==> src/rtl/apb_m_pkg.sv <==
// apb_m_pkg: shared state encoding and default widths for the APB requester
// bridge. Optional feature macro used by this slice: APB_M_TIMEOUT_EN.
package apb_m_pkg;

   localparam int unsigned ADDR_W_C      = 32;
   localparam int unsigned DATA_W_C      = 32;
   localparam int unsigned TIMEOUT_CYC_C = 16;

   typedef enum logic [1:0] {
      IDLE   = 2'b00,
      SETUP  = 2'b01,
      ACCESS = 2'b10
   } apb_state_e;

endpackage : apb_m_pkg

==> src/rtl/apb_m_if.sv <==
// apb_m_if: command/response handshake plus APB requester bus, bundled so the
// bridge sees one port. The master modport is the bridge's view; the slave
// modport is the view of whoever issues commands and models the completer.
interface apb_m_if import apb_m_pkg::*; #(
   parameter int unsigned ADDR_W = ADDR_W_C,
   parameter int unsigned DATA_W = DATA_W_C
);

   // command side
   logic              cmd_valid;
   logic              cmd_ready;
   logic              cmd_write;
   logic [ADDR_W-1:0] cmd_addr;
   logic [DATA_W-1:0] cmd_wdata;

   // response side
   logic              rsp_valid;
   logic [DATA_W-1:0] rsp_rdata;
   logic              rsp_err;

   // APB requester outputs
   logic [ADDR_W-1:0] paddr;
   logic [DATA_W-1:0] pwdata;
   logic              pwrite;
   logic              psel;
   logic              penable;

   // APB completer inputs
   logic [DATA_W-1:0] prdata;
   logic              pready;
   logic              pslverr;

   modport master (
      input  cmd_valid, cmd_write, cmd_addr, cmd_wdata,
      input  prdata, pready, pslverr,
      output cmd_ready, rsp_valid, rsp_rdata, rsp_err,
      output paddr, pwdata, pwrite, psel, penable
   );

   modport slave (
      output cmd_valid, cmd_write, cmd_addr, cmd_wdata,
      output prdata, pready, pslverr,
      input  cmd_ready, rsp_valid, rsp_rdata, rsp_err,
      input  paddr, pwdata, pwrite, psel, penable
   );

endinterface : apb_m_if

==> src/rtl/apb_m_wdog.sv <==
// apb_m_wdog: counts consecutive ACCESS cycles and flags the cycle in which
// the TIMEOUT_CYC-th one is being completed. Only built with APB_M_TIMEOUT_EN.
module apb_m_wdog import apb_m_pkg::*; #(
   parameter int unsigned TIMEOUT_CYC = TIMEOUT_CYC_C
) (
   input  logic clk,
   input  logic rst_n,
   input  logic active,
   output logic expire
);

   localparam int unsigned       CNT_W  = (TIMEOUT_CYC > 1) ? $clog2(TIMEOUT_CYC) : 1;
   localparam logic [CNT_W-1:0] LAST_C = CNT_W'(TIMEOUT_CYC - 1);

   logic [CNT_W-1:0] cnt_r;

   // Count ACCESS cycles already elapsed; cleared whenever not in ACCESS.
   always_ff @(posedge clk or negedge rst_n) begin
      if (!rst_n) begin
         cnt_r <= {CNT_W{1'b0}};
      end else if (!active) begin
         cnt_r <= {CNT_W{1'b0}};
      end else if (cnt_r != LAST_C) begin
         cnt_r <= cnt_r + CNT_W'(1'b1);
      end else begin
         cnt_r <= cnt_r;
      end
   end

   // The current ACCESS cycle is the last one allowed.
   assign expire = active && (cnt_r == LAST_C);

endmodule : apb_m_wdog

==> src/rtl/apb_m_bridge.sv <==
// apb_m_bridge: turns a valid/ready command into a single APB transfer
// (IDLE -> SETUP -> ACCESS) and returns a one-cycle response pulse.
// Optional macro APB_M_TIMEOUT_EN adds an ACCESS watchdog that aborts a
// transfer with an error after TIMEOUT_CYC cycles without pready.
module apb_m_bridge import apb_m_pkg::*; #(
   parameter int unsigned ADDR_W      = ADDR_W_C,
   parameter int unsigned DATA_W      = DATA_W_C,
   parameter int unsigned TIMEOUT_CYC = TIMEOUT_CYC_C
) (
   input  logic    clk,
   input  logic    rst_n,
   apb_m_if.master bus
);

   apb_state_e state_r, state_s;

   logic              accept_s, done_s, abort_s, expire_s;

   logic              cmd_ready_r, cmd_ready_s;
   logic [ADDR_W-1:0] paddr_r,     paddr_s;
   logic [DATA_W-1:0] pwdata_r,    pwdata_s;
   logic              pwrite_r,    pwrite_s;
   logic              psel_r,      psel_s;
   logic              penable_r,   penable_s;
   logic              rsp_valid_r, rsp_valid_s;
   logic [DATA_W-1:0] rsp_rdata_r, rsp_rdata_s;
   logic              rsp_err_r,   rsp_err_s;

`ifdef APB_M_TIMEOUT_EN
   apb_m_wdog #(
      .TIMEOUT_CYC (TIMEOUT_CYC)
   ) u_wdog (
      .clk    (clk),
      .rst_n  (rst_n),
      .active (state_r == ACCESS),
      .expire (expire_s)
   );
`else
   // No watchdog: ACCESS never expires and the limit has no meaning.
   assign expire_s = 1'b0 & (TIMEOUT_CYC != 32'd0);
`endif

   // cmd_ready is registered, so also gate on the state to stay safe.
   assign accept_s = (state_r == IDLE) && cmd_ready_r && bus.cmd_valid;
   // pready takes priority over an expiring watchdog in the same cycle.
   assign done_s   = (state_r == ACCESS) && bus.pready;
   assign abort_s  = (state_r == ACCESS) && !bus.pready && expire_s;

   // State register.
   always_ff @(posedge clk or negedge rst_n) begin
      if (!rst_n) begin
         state_r <= IDLE;
      end else begin
         state_r <= state_s;
      end
   end

   // Next-state decode.
   always_comb begin
      state_s = state_r;
      case (state_r)
         IDLE: begin
            if (accept_s) begin
               state_s = SETUP;
            end else begin
               state_s = IDLE;
            end
         end
         SETUP: begin
            state_s = ACCESS;
         end
         ACCESS: begin
            if (done_s || abort_s) begin
               state_s = IDLE;
            end else begin
               state_s = ACCESS;
            end
         end
         default: begin
            state_s = IDLE;
         end
      endcase
   end

   // Next values of every registered output, derived from the next state.
   always_comb begin
      cmd_ready_s = (state_s == IDLE);
      psel_s      = (state_s != IDLE);
      penable_s   = (state_s == ACCESS);

      paddr_s     = paddr_r;
      pwdata_s    = pwdata_r;
      pwrite_s    = pwrite_r;
      if (accept_s) begin
         paddr_s  = bus.cmd_addr;
         pwdata_s = bus.cmd_wdata;
         pwrite_s = bus.cmd_write;
      end else begin
         paddr_s  = paddr_r;
         pwdata_s = pwdata_r;
         pwrite_s = pwrite_r;
      end

      rsp_valid_s = 1'b0;
      rsp_rdata_s = rsp_rdata_r;
      rsp_err_s   = rsp_err_r;
      if (done_s) begin
         rsp_valid_s = 1'b1;
         rsp_err_s   = bus.pslverr;
         if (pwrite_r) begin
            rsp_rdata_s = {DATA_W{1'b0}};
         end else begin
            rsp_rdata_s = bus.prdata;
         end
      end else if (abort_s) begin
         rsp_valid_s = 1'b1;
         rsp_err_s   = 1'b1;
         rsp_rdata_s = {DATA_W{1'b0}};
      end else begin
         rsp_valid_s = 1'b0;
         rsp_rdata_s = rsp_rdata_r;
         rsp_err_s   = rsp_err_r;
      end
   end

   // Output registers; reset abandons any transfer in flight.
   always_ff @(posedge clk or negedge rst_n) begin
      if (!rst_n) begin
         cmd_ready_r <= 1'b0;
         paddr_r     <= {ADDR_W{1'b0}};
         pwdata_r    <= {DATA_W{1'b0}};
         pwrite_r    <= 1'b0;
         psel_r      <= 1'b0;
         penable_r   <= 1'b0;
         rsp_valid_r <= 1'b0;
         rsp_rdata_r <= {DATA_W{1'b0}};
         rsp_err_r   <= 1'b0;
      end else begin
         cmd_ready_r <= cmd_ready_s;
         paddr_r     <= paddr_s;
         pwdata_r    <= pwdata_s;
         pwrite_r    <= pwrite_s;
         psel_r      <= psel_s;
         penable_r   <= penable_s;
         rsp_valid_r <= rsp_valid_s;
         rsp_rdata_r <= rsp_rdata_s;
         rsp_err_r   <= rsp_err_s;
      end
   end

   assign bus.cmd_ready = cmd_ready_r;
   assign bus.paddr     = paddr_r;
   assign bus.pwdata    = pwdata_r;
   assign bus.pwrite    = pwrite_r;
   assign bus.psel      = psel_r;
   assign bus.penable   = penable_r;
   assign bus.rsp_valid = rsp_valid_r;
   assign bus.rsp_rdata = rsp_rdata_r;
   assign bus.rsp_err   = rsp_err_r;

endmodule : apb_m_bridge

==> src/flat_wrapper.sv <==
// flat-port wrapper written by rule: the top's interface ports become plain ports
module apb_m_bridge_flat import apb_m_pkg::*;
#(
   parameter int unsigned ADDR_W      = ADDR_W_C,
   parameter int unsigned DATA_W      = DATA_W_C,
   parameter int unsigned TIMEOUT_CYC = TIMEOUT_CYC_C
)
  (clk, rst_n, bus_cmd_valid, bus_cmd_write, bus_cmd_addr, bus_cmd_wdata, bus_prdata, bus_pready, bus_pslverr, bus_cmd_ready, bus_rsp_valid, bus_rsp_rdata, bus_rsp_err, bus_paddr, bus_pwdata, bus_pwrite, bus_psel, bus_penable);
  apb_m_if #(.ADDR_W(ADDR_W), .DATA_W(DATA_W)) bus_i ();
  input  logic clk;
  input  logic rst_n;
  input wire logic [$bits(bus_i.cmd_valid)-1:0] bus_cmd_valid;
  input wire logic [$bits(bus_i.cmd_write)-1:0] bus_cmd_write;
  input wire logic [$bits(bus_i.cmd_addr)-1:0] bus_cmd_addr;
  input wire logic [$bits(bus_i.cmd_wdata)-1:0] bus_cmd_wdata;
  input wire logic [$bits(bus_i.prdata)-1:0] bus_prdata;
  input wire logic [$bits(bus_i.pready)-1:0] bus_pready;
  input wire logic [$bits(bus_i.pslverr)-1:0] bus_pslverr;
  output wire logic [$bits(bus_i.cmd_ready)-1:0] bus_cmd_ready;
  output wire logic [$bits(bus_i.rsp_valid)-1:0] bus_rsp_valid;
  output wire logic [$bits(bus_i.rsp_rdata)-1:0] bus_rsp_rdata;
  output wire logic [$bits(bus_i.rsp_err)-1:0] bus_rsp_err;
  output wire logic [$bits(bus_i.paddr)-1:0] bus_paddr;
  output wire logic [$bits(bus_i.pwdata)-1:0] bus_pwdata;
  output wire logic [$bits(bus_i.pwrite)-1:0] bus_pwrite;
  output wire logic [$bits(bus_i.psel)-1:0] bus_psel;
  output wire logic [$bits(bus_i.penable)-1:0] bus_penable;
  assign bus_i.cmd_valid = bus_cmd_valid;
  assign bus_i.cmd_write = bus_cmd_write;
  assign bus_i.cmd_addr = bus_cmd_addr;
  assign bus_i.cmd_wdata = bus_cmd_wdata;
  assign bus_i.prdata = bus_prdata;
  assign bus_i.pready = bus_pready;
  assign bus_i.pslverr = bus_pslverr;
  assign bus_cmd_ready = bus_i.cmd_ready;
  assign bus_rsp_valid = bus_i.rsp_valid;
  assign bus_rsp_rdata = bus_i.rsp_rdata;
  assign bus_rsp_err = bus_i.rsp_err;
  assign bus_paddr = bus_i.paddr;
  assign bus_pwdata = bus_i.pwdata;
  assign bus_pwrite = bus_i.pwrite;
  assign bus_psel = bus_i.psel;
  assign bus_penable = bus_i.penable;
  apb_m_bridge #(.ADDR_W(ADDR_W), .DATA_W(DATA_W), .TIMEOUT_CYC(TIMEOUT_CYC)) u_core (.clk(clk), .rst_n(rst_n), .bus(bus_i));
endmodule
==> config.mk <==
export PLATFORM = sky130hd
export DESIGN_NAME = apb_m_bridge_flat
export DESIGN_NICKNAME = d
export VERILOG_FILES = /design/src/rtl/apb_m_pkg.sv /design/src/rtl/apb_m_if.sv /design/src/rtl/apb_m_wdog.sv /design/src/rtl/apb_m_bridge.sv /design/src/flat_wrapper.sv
export SDC_FILE = /design/constraint.sdc
export NUM_CORES = 1
export LEC_CHECK = 0
export BUFFER_PORTS_ARGS = -buffer_cell sky130_fd_sc_hd__buf_2
export CAP_MARGIN = 40
export CELL_PAD_IN_SITES_DETAIL_PLACEMENT = 1
export CELL_PAD_IN_SITES_GLOBAL_PLACEMENT = 2
export CORE_MARGIN = 2
export CORE_UTILIZATION = 27
export CTS_CLUSTER_SIZE = 20
export DETAILED_ROUTE_END_ITERATION = 12
export GPL_ROUTABILITY_DRIVEN = 1
export PLACE_DENSITY = 0.77
export SYNTH_ARGS = -nofsm -noshare
export SYNTH_HDL_FRONTEND = slang
export SYNTH_SLANG_ARGS = --single-unit
==> constraint.sdc <==
create_clock -name clk -period 1.65 [get_ports clk]
set_clock_uncertainty 0.1 [all_clocks]
set_input_delay 0.165 -clock clk [delete_from_list [all_inputs] [get_ports clk]]
set_output_delay 0.165 -clock clk [all_outputs]
set_load 0.05 [all_outputs]
# --- Word-level counts from Yosys, hierarchy flattened ---
# Index checks and enable logic that the tools add are counted.
totals:
  ff_bits: 104
  input_bits: 102
  out_inout_bits: 102
classes:
  eq_ne: 3
  n_mux: 5
  reduce_logical: 6
op_table:
  columns: ["operator", "count"]
  rows:
  - ["$mux 32", 1]
  - ["$pmux 2 s3", 1]
  - ["$eq 2x2->1 const B", 2]
  - ["$logic_not 2->1", 2]
  - ["$logic_and 1x1->1", 3]
  - ["$eq 2x1->1 const B", 1]
  - ["$mux 1", 2]
  - ["$mux 2", 1]
  - ["$reduce_bool 2->1", 1]

# --- Depth between registers and ports, before layout ---
# Gate-level depths: netlist (run 1).
logic_depth:
  word_depth: 6
  ltp_mapped: 4
  ltp_nobuf: 2

# --- Worst setup path before layout (run 1) ---
# No wires, ideal clock.
synth_timing:
  path_type: "register -> register"
  start: "register u_core.cmd_ready_r, in the netlist u_core.bus.cmd_ready"
  end: "register u_core.paddr_r[23], in the netlist u_core.bus.paddr[23]"
  setup_ps: 125
  t_arrival_ps: 1531
  required_ps: 1425
  setup_slack_ps: -106
  path_stages_with_launch: 5
  n_path_buf: 2
  path_cell_list: "dfrtp_1 > and4bb_4 > buf_6 > buf_8 > mux2_4"
synth_between:
  elab_chain_len: 2
synth_lines:
  columns: ["element", "line_no", "text"]
  rows:
  - ["start: declaration", "apb_m_bridge.sv:19", "logic cmd_ready_r, cmd_ready_s;"]
  - ["start signal: assignment", "apb_m_bridge.sv:139", "cmd_ready_r <= cmd_ready_s;"]
  - ["$logic_and 1x1->1 (2 in series)", "apb_m_bridge.sv:44", "assign accept_s = (state_r == IDLE) && cmd_ready_r && bus.cmd_valid;"]
  - ["end signal: assignment", "apb_m_bridge.sv:130", "paddr_r <= {ADDR_W{1'b0}};"]
  - ["end signal: assignment", "apb_m_bridge.sv:140", "paddr_r <= paddr_s;"]
  - ["end: declaration", "apb_m_bridge.sv:20", "logic [ADDR_W-1:0] paddr_r, paddr_s;"]
# No other way between the ends.
# A chain may end at the register's enable or synchronous reset.

# --- Worst setup path after layout (run 1) ---
layout_timing:
  start: "register u_core.state_r[0]"
  end: "register u_core.pwdata_r[31], in the netlist u_core.bus.pwdata[31]"
layout_between:
  elab_chain_len: 3
layout_lines:
  columns: ["element", "line_no", "text"]
  rows:
  - ["start: declaration", "apb_m_bridge.sv:15", "apb_state_e state_r, state_s;"]
  - ["start signal: assignment", "apb_m_bridge.sv:54", "state_r <= state_s;"]
  - ["$logic_not 2->1", "apb_m_bridge.sv:44", null]
  - ["$logic_and 1x1->1 (2 in series)", "apb_m_bridge.sv:44", null]
  - ["end signal: assignment", "apb_m_bridge.sv:131", "pwdata_r <= {DATA_W{1'b0}};"]
  - ["end signal: assignment", "apb_m_bridge.sv:141", "pwdata_r <= pwdata_s;"]
  - ["end: declaration", "apb_m_bridge.sv:21", "logic [DATA_W-1:0] pwdata_r, pwdata_s;"]
# No other way between the ends.

==> out/qor.yml, run 1 <==
clocking:
  path_clk_slew_ps: 70
  clk_latency_ps: 350
  clock-sinks: 104
  cts_root_buffer: "clkbuf_16"
  clk_path_buf_depth: 2
  htree_num_levels: 3
  cts-buffers-inserted: 9
  cts_tree: "yes"
routing:
  drc_errors: 0
  via_per_inst: 4.12
  totalWireLength_mm: 11.7
  ant_nets: 0
  dr.pass1.iters: 4
  wire_per_inst_um: 15.7
  drtIter0Drc: 69
  num_vias: 3078
finish:
  fin_nets: 632
  final_cells: 747
  multi_input_area_um2: 1510
  fillCellCount: 1635
  ff_latch_area_um2: 2600
  area_growth_pct: 54.1
  drive_gt1_share_pct: 60.7
setup_path:
  path_class: "reg -> reg"
  worstPathCellList: "and4bb_4, buf_12, mux2_2"
  cp_data_required_time_ps: 1780
  crit_path_start_kind: "flip-flop"
  crit_path_end_kind: "flip-flop"
  path_delay_family: "flip-flops"
  path_buf_inv: 1
  cpMaxStageDelayCell: "dfrtp_1"
  cp.arrival_ps: 1770
  cp_slowest_stage_delay_ps: 410
  crit_fanout: 32
  reg2reg_slack_ps: 10
global_routing:
  grt.total_usage_pct: 14.3
  grt_max_degree: 105
  grt_pass1_wl_mm: 18.3
  first_global_vias: 3498
  antenna_found_initial: 0
  overflow: 0
flow_run:
  drv_cap: 0
yosys:
  syn-cell-area_um2: 4240
  synth_edf_count: 0
  ys_seq_area_share_pct: 61.4
  yosys_warnings: 0
  syn_avg_cell_area_um2: 16.5
  ys_types: 16
  synth_ff_type: "dfrtp_1"
  synth_largest_area_cell: "dfrtp_1"
  synth_commonest_cells: "dfrtp_1, mux2_2, mux2_4"
  synthCells: 257
  synth_most_common_cell: "dfrtp_1"
  yosys_register_bits: 104
  synthArstFlopShare_pct: 100
  synth.area.top_cells: "dfrtp_1, mux2_2, mux2_4"
  synth_top_area_share_pct: 61.4
  syn-num-nets: 359
sta:
  rsz0062_at_grt: "true"
  worst_pin_slew_ps: 566
  fmax_mhz: 611
  maxSlewViolCount: 0
  finalHoldViolCount: 0
  finalCriticalPeriod_ps: 1640
  slew_headroom_pct: 62.3
  setup_viol: 0
  fin_crit_sh_pct: 99.2
  hold_slack_ps: 63.7
placed_design:
  dpl.cell_count: 663
  routabilityCongestion: 0.698
  place_hpwl_mm: 7.35
  numPortBuffers: 203
die:
  ios: 204
  die_h_um: 129
  dieArea_um2: 16700
  dieWidth_um: 129
  row_count: 45
  start_util_pct: 27.8
  core_area_um2: 15300
worst_hold_path:
  hp-class: "in -> reg"
status:
  outcome: "finished, final reports clean"
## timing repair
action / CTS / global route
resized for setup: 0 / 0
hold buffers: 67 / 0
setup endpoints to repair: 0 / 5
endpoints found under the hold margin: 170 / 0
buffers inserted: 0 / 0
## worst paths after layout
check                                             start                        to  cells after the start
min in group asynchronous                         rst_n     u_core.bus.pwdata[25]                      3
worst max register to register        u_core.state_r[0]     u_core.bus.pwdata[31]                      3
max in group asynchronous                         rst_n      u_core.bus.cmd_ready                      3
worst min register to register  u_core.bus.rsp_rdata[5]   u_core.bus.rsp_rdata[5]                      1
worst max-delay path                  u_core.state_r[0]     u_core.bus.pwdata[31]                      3
worst min-delay path                     bus_prdata[14]  u_core.bus.rsp_rdata[14]                      3
## tightest hold or removal path, delay by kind of cell
family,cells,cell delay (ps)
buf+inv,1,70
mux,1,140
simple gates,1,100
## through the flow
step | utilization [%] | setup TNS (ps) | cell area, µm² | setup WS, ps
detailed placement | 36.1 | 0 | 5510 | 32.3
global route | 42.8 | -65.7 | 6530 | -23.0
floorplan | - | 0 | 4240 | 36.6
global placement | 36.1 | 0 | 5510 | 77.1
CTS | 42.8 | 0 | 6530 | 12.7
finish | 42.8 | 0 | 6530 | 13.4
## logic make-up after synthesis
kind of cell | count (synthesis) | share of synthesized area [%]
AO/OA/AOI/OAI | 5 | 0.649
buffers and inverters | 15 | 2.92
AND/OR/NAND/NOR | 35 | 5.52
multiplexers | 98 | 29.5
flip-flops | 104 | 61.4
## sequential cells by signal (all words and copies together) (netlist names)
name	flops
u_core.bus.paddr	32
u_core.bus.penable	1
u_core.bus.psel	1
u_core.bus.rsp_err	1
u_core.bus.rsp_rdata	32
u_core.bus.pwdata	32
u_core.state_r	2
u_core.bus.rsp_valid	1
u_core.bus.pwrite	1
u_core.bus.cmd_ready	1
## cell usage in the layout (no fill, tap or decap)
cell | netlist | final
a21oi_1 | 1 | 1
buf_2 | 3 | 202
clkinv_4 | 0 | 1
clkbuf_8 | 0 | 1
buf_4 | 3 | 2
clkinv_2 | 0 | 1
o21ai_0 | 3 | 3
dfrtp_2 | 0 | 1
o21a_1 | 1 | 1
diode_2 | 0 | 1
clkbuf_16 | 0 | 9
inv_1 | 1 | 1
nor2b_1 | 32 | 32
buf_12 | 0 | 5
dfrtp_1 | 104 | 103
bufinv_16 | 0 | 3
and3b_1 | 1 | 1
clkbuf_1 | 3 | 1
dlygate4sd3_1 | 0 | 67
mux2_2 | 59 | 59
and4bb_4 | 1 | 1
mux2_4 | 39 | 39
or3b_2 | 1 | 1
## area by class of cell
type,count,area share [%]
clock buffer,11,3.72
timing repair buffer,276,27.5
inverter,1,0.0575
multi-input combinational,138,23.2
clock inverter,5,1.59
sequential,104,39.9
antenna,1,0.0383
tap,211,4.04
## routing by layer
| metal | vias to the layer above | global-route usage [%] | routed length (µm) |
|---|---|---|---|
| li1 | 1426 | - | - |
| met1 | 1515 | 15.3 | 4440 |
| met5 | - | 0 | 0 |
| met4 | 0 | 5.37 | 222 |
| met2 | 120 | 25.5 | 6160 |
| met3 | 17 | 5.37 | 921 |
Power of run 1 is not shown: default switching activity piles up to over one toggle a cycle in this logic, so the estimate is an artifact.
==> run 2, diff against run 1 <==
- CORE_UTILIZATION: 27 -> 28
- CTS_BUF_LIST: not set -> sky130_fd_sc_hd__clkbuf_8
- PLACE_DENSITY: 0.77 -> 0.8
- REMOVE_ABC_BUFFERS: not set -> 1
==> run 2 against run 1 <==
The run now ends with setup timing left; global-route usage up 0.78 points; non-clock buffer count up 6; final cell count down 2.9%; setup slack worse by 47 ps; final area up 0.79%; die area down 3.5%; sequential share of layout area down 0.33 points; critical path depth up 1; critical path type unchanged; largest cell class unchanged.
==> out/qor.yml, run 2 (synthesized netlist as in run 1, its figures left out) <==
status:
  outcome: "finished, violations left"
  violations: "setup timing"
finish:
  final_area_um2: 6580  # +0.79%
  final_common_cell: "buf_2"
  layout_common_cells: "buf_2, dfrtp_1, dlygate4sd3_1"
  area_growth_pct: 55.3
  drive_gt1_share_pct: 61.0  # +0.25 points
  fin_nets: 638  # +0.95%
  final_cells: 725  # -2.9%
  fin_util_pct: 44.9  # +2.1 points
  antenna_cells: 0  # -1
global_routing:
  overflow: 0  # unchanged
  grt.total_usage_pct: 15.1  # +0.78 points
  grt_use_met2_pct: 26.7  # +1.2 points
  grtUsageMet1_pct: 17.7  # +2.4 points
  first_global_vias: 3610  # +3.2%
  top_usage_layer: "met2"
  met3_usage_pct: 3.64  # -1.7 points
  grt_pass1_wl_mm: 19.1  # +4.4%
  grt_max_degree: 105  # unchanged
  antenna_found_initial: 0  # unchanged
die:
  dieArea_um2: 16100  # -3.5%
  row_count: 44  # -2.2%
  ios: 204  # unchanged
  core_area_um2: 14600  # -4.0%
  start_util_pct: 28.9  # +1.2 points
  die_h_um: 127  # -1.7%
  dieWidth_um: 127  # -1.7%
routing:
  ant_nets: 0  # unchanged
  via_per_inst: 4.32  # +4.9%
  num_vias: 3135  # +1.9%
  drtIter0Drc: 49  # -29%
  totalWireLength_mm: 12.7  # +8.4%
  dr.pass1.iters: 4  # unchanged
  drc_errors: 0  # unchanged
  wire_per_inst_um: 17.5  # +12%
placed_design:
  numPortBuffers: 203  # unchanged
  dp_slack_ps: -10.2  # -42.5 ps
  routabilityCongestion: 0.702  # +0.63%
  place_area_um2: 5470  # -0.64%
  dpl.cell_count: 636  # -4.1%
  place_hpwl_mm: 7.39  # +0.59%
clocking:
  cts-buffers-inserted: 9  # unchanged
  clk_path_buf_depth: 2  # unchanged
  clk_latency_ps: 370  # +20 ps
  htree_num_levels: 3  # unchanged
  cts_root_buffer: "clkbuf_8"
  path_clk_slew_ps: 100  # +30 ps
  clock-sinks: 104  # unchanged
  cts_tree: "yes"
sta:
  finalHoldViolCount: 0  # unchanged
  setup_viol: 37  # +37
  post-route-worst-setup-slack_ps: -33.9  # -47.3 ps
  slew_headroom_pct: 62.7  # +0.38 points
  finalCriticalPeriod_ps: 1680  # +47.3 ps
  worst_pin_slew_ps: 560  # -5.64 ps
  rsz0062_at_grt: "true"
  maxSlewViolCount: 0  # unchanged
  fmax_mhz: 594  # -2.8%
  fin_crit_sh_pct: 102  # +2.9 points
setup_path:
  crit_fanout: 10  # -69%
  path_class: "reg -> reg"
  r2r_start: "u_core.state_r[0]"
  crit_path_end_kind: "flip-flop"
  cp.arrival_ps: 1840  # +70 ps
  crit_path_start_kind: "flip-flop"
  rr_worst_depth: 4  # +1
  cp_data_required_time_ps: 1810  # +30 ps
  startpoint: "u_core.state_r[0]"
flow_run:
  drv_cap: 0  # unchanged
worst_hold_path:
  hold_depth: 3  # unchanged
  hp-class: "in -> reg"
  holdCritStartpoint: "bus_prdata[29]"
[run 2: cell count changes in the layout (fill, tap and decap cells not counted), sizes merged]
cell	previous run	this run
clkbuf	11	14
buf	209	211
clkinv	2	1
diode	1	0
inv	1	2
bufinv	3	2
clkinvlp	0	2
[run 2: what timing repair did]
item / 4_1_cts / 5_1_grt
pin swaps: 0 / 1
setup buffers: 0 / 1
resized for setup: 0 / 21
hold endpoints to repair: 170 / 0
gates cloned: 0 / 5
hold buffers: 67 / 0
setup endpoints to repair: 13 / 38
[run 2: worst max-delay path: stages (launching register included)]
cell       delay (ps)
dfrtp_1           440
and4bb_4          360
buf_12            150
clkbuf_16         180
mux2_2            330
[run 2: per-layer routing]
| layer | share of wire (%) | vias to the layer above |
|---|---|---|
| li1 | - | 1430 |
| met1 | 39 | 1562 |
| met2 | 53 | 130 |
| met3 | 6.2 | 13 |
| met4 | 1.4 | 0 |
| met5 | 0 | - |
[run 2: through the flow]
step	hold slack [ps]	setup TNS, ps
global placement	172	0
global route	36.8	-2230
floorplan	-231	-45180
finish	49.9	-666
detailed placement	185	-10.2
CTS	20.4	-105
[run 2: worst paths after layout]
check / to / slack, ps
setup / recovery: u_core.bus.paddr[17] / -30
hold / removal: u_core.bus.rsp_rdata[29] / 50
setup reg to reg: u_core.bus.paddr[17] / -30
hold reg to reg: u_core.bus.rsp_rdata[14] / 410
max in group asynchronous: u_core.bus.pwdata[0] / 730
min in group asynchronous: u_core.bus.rsp_rdata[25] / 310
[run 2: area by class of cell]
type                    count  area [µm²]
clock buffers              10         138
clock inverters             6        83.8
multi-input cells         138        1590
repair buffers            282        1940
inverters                   1        3.75
well taps                 184         230
fillers                  1549        8060
flip-flops and latches    104        2600
Power of run 2 is left out for the same reason.
